### src/rtl/matrix_op_sequencer.sv
// Instruction sequencer for the matrix ALU: fetches operand rows from RAM, runs the ALU,
// writes the 5x5 result back, and also performs direct row LOAD/STORE for the host.
module matrix_op_sequencer #(
    parameter int unsigned ADDR_W  = 5,
    parameter int unsigned TIMEOUT = 255
) (
    input  logic              clk,
    input  logic              rst_n,
    input  logic [31:0]       instr,
    input  logic              instr_valid,
    output logic              instr_ready,
    input  logic [39:0]       data_in,
    output logic [39:0]       data_out,
    output logic              op_done,
    output logic              op_error,
    output logic [ADDR_W-1:0] mem_addr,
    output logic              mem_we,
    output logic [39:0]       mem_wdata,
    input  logic [39:0]       mem_rdata,
    output logic [3:0]        alu_opcode,
    output logic [7:0]        alu_scalar,
    output logic [199:0]      alu_matrizA,
    output logic [199:0]      alu_matrizB,
    output logic              alu_start,
    input  logic [199:0]      alu_result,
    input  logic              alu_done
);

    localparam int unsigned WdW = $clog2(TIMEOUT + 1);

    typedef enum logic [3:0] {
        StIdle, StLoad, StStoreRd, StStoreCap, StFetchA, StFetchB, StExec, StWrite, StDone
    } state_e;

    state_e         state_q, state_d;
    logic [26:0]    instr_q, instr_d;
    logic [39:0]    ld_q, ld_d;
    logic [39:0]    dout_q, dout_d;
    logic [2:0]     cnt_q, cnt_d;
    logic [WdW-1:0] wd_q, wd_d;
    logic           err_q, err_d;
    logic [199:0]   mat_a_q, mat_a_d, mat_b_q, mat_b_d, res_q, res_d;
    logic [ADDR_W-1:0] fetch_base;
    logic           unused_rsvd;

    assign unused_rsvd = ^instr[31:27];

    function automatic logic is_binary(input logic [3:0] op);
        return (op >= 4'h3) && (op <= 4'h5);
    endfunction

    function automatic logic is_alu_op(input logic [3:0] op);
        return (op >= 4'h3) && (op <= 4'hc);
    endfunction

    always_comb begin
        state_d     = state_q;
        instr_d     = instr_q;
        ld_d        = ld_q;
        dout_d      = dout_q;
        cnt_d       = cnt_q;
        wd_d        = wd_q;
        err_d       = err_q;
        mat_a_d     = mat_a_q;
        mat_b_d     = mat_b_q;
        res_d       = res_q;
        instr_ready = 1'b0;
        op_done     = 1'b0;
        op_error    = 1'b0;
        mem_we      = 1'b0;
        mem_addr    = '0;
        mem_wdata   = '0;
        alu_start   = 1'b0;
        fetch_base  = (state_q == StFetchB) ? ADDR_W'(instr_q[13:9]) : ADDR_W'(instr_q[8:4]);

        unique case (state_q)
            StIdle: begin
                instr_ready = 1'b1;
                err_d       = 1'b0;
                if (instr_valid) begin
                    instr_d = instr[26:0];
                    ld_d    = data_in;
                    cnt_d   = '0;
                    wd_d    = '0;
                    mat_b_d = '0;
                    if (instr[3:0] == 4'h1) begin
                        state_d = StLoad;
                    end else if (instr[3:0] == 4'h2) begin
                        state_d = StStoreRd;
                    end else if (is_alu_op(instr[3:0])) begin
                        state_d = StFetchA;
                    end else begin
                        err_d   = 1'b1;
                        state_d = StDone;
                    end
                end
            end
            StLoad: begin
                mem_we    = 1'b1;
                mem_addr  = ADDR_W'(instr_q[8:4]);
                mem_wdata = ld_q;
                state_d   = StDone;
            end
            StStoreRd: begin
                mem_addr = ADDR_W'(instr_q[8:4]);
                state_d  = StStoreCap;
            end
            StStoreCap: begin
                dout_d  = mem_rdata;
                state_d = StDone;
            end
            StFetchA, StFetchB: begin
                if (cnt_q != 3'd5) mem_addr = fetch_base + ADDR_W'(cnt_q);
                // Read data lags the address by one cycle, so cycle k fills row k-1.
                for (int i = 0; i < 5; i++) begin
                    if (cnt_q == 3'(i + 1)) begin
                        if (state_q == StFetchA) mat_a_d[199-40*i -: 40] = mem_rdata;
                        else                     mat_b_d[199-40*i -: 40] = mem_rdata;
                    end
                end
                if (cnt_q == 3'd5) begin
                    cnt_d   = '0;
                    state_d = (state_q == StFetchA && is_binary(instr_q[3:0])) ? StFetchB : StExec;
                end else begin
                    cnt_d = cnt_q + 3'd1;
                end
            end
            StExec: begin
                alu_start = 1'b1;
                if (alu_done) begin
                    res_d   = alu_result;
                    cnt_d   = '0;
                    state_d = StWrite;
                end else if (wd_q == WdW'(TIMEOUT - 1)) begin
                    err_d   = 1'b1;
                    state_d = StDone;
                end else begin
                    wd_d = wd_q + WdW'(1);
                end
            end
            StWrite: begin
                mem_we   = 1'b1;
                mem_addr = ADDR_W'(instr_q[18:14]) + ADDR_W'(cnt_q);
                for (int i = 0; i < 5; i++) begin
                    if (cnt_q == 3'(i)) mem_wdata = res_q[199-40*i -: 40];
                end
                if (cnt_q == 3'd4) state_d = StDone;
                else               cnt_d   = cnt_q + 3'd1;
            end
            StDone: begin
                op_done  = 1'b1;
                op_error = err_q;
                state_d  = StIdle;
            end
            default: state_d = StIdle;
        endcase
    end

    always_ff @(posedge clk or negedge rst_n) begin
        if (!rst_n) begin
            state_q <= StIdle;
            instr_q <= '0;
            ld_q    <= '0;
            dout_q  <= '0;
            cnt_q   <= '0;
            wd_q    <= '0;
            err_q   <= 1'b0;
            mat_a_q <= '0;
            mat_b_q <= '0;
            res_q   <= '0;
        end else begin
            state_q <= state_d;
            instr_q <= instr_d;
            ld_q    <= ld_d;
            dout_q  <= dout_d;
            cnt_q   <= cnt_d;
            wd_q    <= wd_d;
            err_q   <= err_d;
            mat_a_q <= mat_a_d;
            mat_b_q <= mat_b_d;
            res_q   <= res_d;
        end
    end

    assign alu_opcode  = instr_q[3:0];
    assign alu_scalar  = instr_q[26:19];
    assign alu_matrizA = mat_a_q;
    assign alu_matrizB = mat_b_q;
    assign data_out    = dout_q;

endmodule

### config.mk
export PLATFORM = sky130hd
export DESIGN_NAME = matrix_op_sequencer
export DESIGN_NICKNAME = d
export VERILOG_FILES = /design/src/rtl/matrix_op_sequencer.sv
export SDC_FILE = /design/constraint.sdc
export NUM_CORES = 1
export LEC_CHECK = 0
export CAP_MARGIN = 0
export CORE_AREA = 2 2 322 324
export DETAILED_ROUTE_END_ITERATION = 8
export DIE_AREA = 0 0 324 326
export PLACE_DENSITY_LB_ADDON = 0.3
export SLEW_MARGIN = 20
export SYNTH_ARGS = -nofsm -noshare
export SYNTH_HDL_FRONTEND = slang
export SYNTH_SLANG_ARGS = --single-unit
export TNS_END_PERCENT = 50
### constraint.sdc
create_clock -name clk -period 3.1 [get_ports clk]
set_input_delay 0.31 -clock clk [delete_from_list [all_inputs] [get_ports clk]]
set_output_delay 0.31 -clock clk [all_outputs]
set_load 0.05 [all_outputs]
# == Yosys cells after proc, flatten, opt, wreduce, memory -nomap -nowiden ==
# Cells that the tools add are included.
# classes
mux,48
n_lt_le_gt_ge,4
add_sub_neg,4
eq_ne,31
n_reduce_logical,28
# op_table
operator,n
40-bit 2-to-1 mux,11
200-bit one-hot mux with 2 select lines,1
200-bit 2-to-1 mux,1
40-bit one-hot mux with 2 select lines,1
4-bit 2-to-1 mux,8
4-bit AND reduction,8
2-bit != test (second input constant),13
8-bit 2-to-1 mux,3
4-bit one-hot mux with 6 select lines,1
3-bit AND reduction,6
4-bit by 3-bit equality test with 1-bit output (second input constant),4
8-bit one-hot mux with 2 select lines,1
5-bit one-hot mux with 3 select lines,1
4-bit by 2-bit equality test with 1-bit output (second input constant),3
3-bit 2-to-1 mux,4
3-bit one-hot mux with 4 select lines,1
1-bit 2-to-1 mux,11
5-bit by 3-bit adder with 5-bit output,2
5-bit 2-to-1 mux,2
8-bit by 1-bit adder with 8-bit output (second input constant),1
4-bit by 1-bit equality test with 1-bit output (second input constant),2
8-bit equality test (second input constant),1
4-bit by 2-bit greater-or-equal comparator with 1-bit output (second input constant),2
2-bit OR reduction,4
16 further kinds,23
# word_totals
in_bits,316
out_inout_bits,502
word_cells,133
ff_bits,723

# == Depth between registers and ports, before layout ==
# logic_depth
depth_word,7
mapped_depth,12

# == Worst setup path before layout ==
# OpenSTA, ideal clock, no wires.
# synth_timing
path_kind,register to output
from,register state_q[1]
to,output mem_addr[4]
path_slack_ns,-0.541
arrival_ns,3.331
path_stages_with_launch,13
cell_sequence,dfrtp_1 > buf_2 > nand2b_1 > nor2_2 > mux2_2 > ha_1 > inv_1 > fa_1 > nor2b_1 > o21ai_0 > xnor2_1 > mux2i_1 > o21ai_0
# synth_between
elab_chain_cells,5
# synth_rtl
item,line_no,rtl
from (decl),35,"state_e state_q, state_d;"
from (signal assigned),161,state_q <= StIdle;
from (signal assigned),172,state_q <= state_d;
4-bit by 3-bit equality test with 1-bit output,"74, 76",
5-bit 2-to-1 mux,74,fetch_base = (state_q == StFetchB) ? ADDR_W'(instr_q[13:9]) : ADDR_W'(instr_q[8:4]);
5-bit by 3-bit adder with 5-bit output,113,if (cnt_q != 3'd5) mem_addr = fetch_base + ADDR_W'(cnt_q);
5-bit 2-to-1 mux,113,
5-bit one-hot mux with 3 select lines (*),76,unique case (state_q)
to (decl),16,"output logic [ADDR_W-1:0] mem_addr,"
# Mark *: on every way between the ends. The rest lies on a longest branch, timed or not.

# == Final worst setup path ==
# layout_timing
from,register state_q[3]
to,output mem_addr[4]
# Same word-level chain as after synthesis.

==> flow_metrics.py <==
metrics = {
    "clock_tree": {
        "cts_tree": "built",
        "clk_pin_slew_ps": 60,
        "clock_sinks": 723,
        "clockBufferDepth": 3,
        "root_buffer": "clkbuf_16",
        "cts_made_buffers": 83,
        "htree_levels": 3,
        "insertion_delay_ps": 660,
    },
    "sta": {
        "relSlewSlack_pct": 35.7,
        "fin_skew_ps": 27.3,
        "maxClockFrequency_ghz": 0.312,
        "setup_viol": 6,
        "tightest_slew_ps": 964,
        "timing_hold_violations_final": 0,
        "fin_ws_ps": -104,
        "rsz0062_at_grt": "true",
        "min_period_ps": 3200,
        "fin_crit_sh_pct": 103,
        "slew_viol_final": 0,
    },
    "worst_setup_path": {
        "startpoint_type": "register",
        "crit_type": "register to output pin",
        "critPathSlowestCell": "dfrtp_1",
        "endpoint_kind": "output pin",
        "crit_chain": "nand2b_4 -> nor2_4 -> mux2_4 -> ha_4 -> inv_2 -> fa_2 -> nor2b_4 -> o21ai_2 -> xnor2_1 -> mux2i_1 -> o21ai_2 -> buf_12",
        "cp_data_arrival_time_ps": 2890,
        "required_ps": 2790,
        "cpPeakStageDelay_ps": 380,
        "crit_top_cell": "o21ai_2",
        "r2r_cells": 10,
        "critPathMaxFanout": 5,
    },
    "logic_synthesis": {
        "yosysTopAreaCell": "dfrtp_1",
        "ys.flop_type": "dfrtp_1",
        "avgSynthCellArea_um2": 13.8,
        "yosys-top-cells-count": "723 x dfrtp_1, 630 x mux2_2, 236 x nand2_1, 70 x buf_2, 65 x a21oi_1",
        "synth.area.top_cells": "dfrtp_1 61%, mux2_2 24%, nand2_1 3.0%",
        "synth_area_um2": 29700,
        "yosysMostFrequentCell": "dfrtp_1",
        "synth-async-reset-ratio_pct": 100,
        "synth_top_area_share_pct": 61.0,
        "synth-edff-count": 0,
        "syn_nets": 2479,
        "synth_seq_cells": 723,
        "synth.distinct_cells": 62,
        "ys_seq_area_share_pct": 61.0,
        "synth_cells": 2148,
        "ys_warn_count": 0,
    },
    "die": {
        "io_pins": 818,
        "initial_core_util_pct": 28.9,
        "die_x_um": 324,
        "core_area_um2": 103000,
        "dieArea_um2": 106000,
        "die_h_um": 326,
        "std_cell_rows": 118,
    },
    "place": {
        "place_area_um2": 40100,
        "place_hpwl_um": 75000,
        "placement.io_buffers": 812,
        "gp_congestion": 0.816,
        "place_inst": 4281,
    },
    "worst_hold_path": {
        "min-delay-path-class": "input pin to register",
        "holdPathStages": 3,
    },
    "pwr": {
        "p_seq_share_pct": 29.9,
        "p_sw_share_pct": 43.7,
        "comb_power_share_pct": 51.3,
        "internal-power_mw": 30.4,
        "leakage_nw": 18.9,
        "power.total_mw": 54.0,
        "p_per_area_nw_per_um2": 1240,
        "vdd_drop_max_v": 0.000699,
        "clkPwrFrac_pct": 18.7,
        "switching_power_mw": 23.6,
    },
    "drt": {
        "dr_total_vias": 20900,
        "drtPass1Iterations": 5,
        "viasPerCell": 4.68,
        "route.detailed.drc": 0,
        "wl_um": 106000,
        "wl_per_cell_um": 23.6,
        "drt_iter0_markers": 1178,
        "ant_nets": 0,
    },
    "global_route": {
        "grt.total_usage_pct": 19.6,
        "grt_max_degree": 89,
        "grt_antenna_before_repair": 16,
        "gr-total-overflow": 0,
        "grt_pass1_wl_um": 152000,
        "first_global_vias": 21700,
    },
    "finish": {
        "fin_nets": 3347,
        "area_delta_synth_final_pct": 46.7,
        "design_area_um2": 43500,
        "final_util_pct": 42.4,
        "fin_cells": 4468,
        "drive_above_1_share_pct": 32.2,
        "fillers": 9574,
    },
    "run_status": {
        "violations": "setup timing",
        "outcome": "finished with violations",
    },
    "job": {
        "drv_cap": 0,
    },
}
-- path summary, 6_finish.rpt --
path                                  from         endpoint  slack, ps
min in group asynchronous            rst_n   alu_matrizA[0]        200
max in group asynchronous            rst_n       res_q[166]       1790
worst max-delay path            state_q[3]      mem_addr[4]       -100
worst max register to register  state_q[2]  alu_matrizB[84]        320
worst min-delay path             instr[14]      instr_q[14]        180
worst min register to register    ld_q[22]         ld_q[22]        470
-- final cells by class --
type	count	area [um2]	share of cell area (%)
Timing Repair Buffer	924	9680	22.3
Multi-Input combinational cell	1269	11100	25.5
Clock buffer	125	2490	5.72
Clock inverter	26	355	0.817
Sequential cell	723	18100	41.6
Inverter	15	56.3	0.129
Tap cell	1380	1730	3.97
Antenna cell	6	15.0	0.0345
-- stage by stage --
stage          TNS (ps)  setup WS [ps]  hold WS (ps)
3_5_place_dp          0            218           321
5_1_grt           -2070           -280           139
2_1_floorplan      -665           -165          14.4
3_3_place_gp          0            215           325
4_1_cts            -906           -202           125
6_report           -371           -104           182
-- cells in the final DEF (no fill, tap or decap), drive strengths merged, types with 3 or more instances in the layout --
cell	instances
clkdlybuf4s50	761
diode	6
nor2	46
dfrtp	723
a21oi	65
nand3	8
mux2i	3
o211ai	3
mux2	645
o21ai	50
clkbuf	132
a211oi	5
ha	13
nor2b	5
inv	20
o22ai	3
and3	5
a21o	3
clkinv	15
nand3b	15
nor3	3
a222oi	41
buf	155
nand2b	5
nand2	237
a22oi	29
xnor2	11
bufinv	5
and2	42
-- routing by layer --
| layer | track usage (%) | up-vias | wire (um) |
|---|---|---|---|
| met4 | 5.63 | 22 | 2630 |
| met2 | 33.4 | 741 | 52100 |
| met3 | 5.94 | 155 | 8530 |
| met5 | 0 | - | 146 |
| met1 | 23.8 | 10600 | 42200 |
| li1 | - | 9351 | - |
-- critical path: cells and delay by family (launching register included) --
family | cells | cell delay [ps]
adder cells (fa/ha/maj) | 2 | 500
AND/OR/NAND/NOR | 3 | 470
XOR/XNOR | 1 | 170
flip-flops | 1 | 380
buffers and inverters | 2 | 200
multiplexers | 2 | 300
AO/OA/AOI/OAI | 2 | 240
-- power by group through the flow --
stage          logic [mW]  registers (mW)  clock network (mW)
2_1_floorplan        8.69            24.7                   0
3_3_place_gp         27.4            16.2                   0
3_5_place_dp         27.6            16.3                   0
4_1_cts              27.9            16.2                10.4
5_1_grt              29.1            16.7                10.8
6_report             27.7            16.2                10.1
-- timing repair --
action | 4_1_cts | 5_1_grt
setup endpoints to repair | 45 | 40
endpoints found under the hold margin | 37 | 0
hold buffers | 1 | 0
pin swaps | 13 | 15
setup buffers | 21 | 5
gates cloned | 3 | 1
resized for setup | 54 | 32
-- flip-flops by register name, indices dropped and copies added, names as in the netlist --
name,count
instr_q,27
ld_q,40
cnt_q,3
alu_matrizA,200
data_out,40
wd_q,8
res_q,200
alu_matrizB,200
state_q,4
err_q,1
-- cell families (layout without fill, tap and decap cells) --
family          count (synthesis)  in the layout  share of synthesized area (%)
simple gates                  377            379                           5.77
flops                         723            723                           61.0
mux                           648            648                           24.6
xor+xnor                       12             12                          0.354
fa+ha+maj                      15             15                          0.684
compound gates                215            215                           4.94
buf+inv                       158           1090                           2.65
other cells                     0              6                              0
Note: power is estimated with default switching activity, not from simulation.
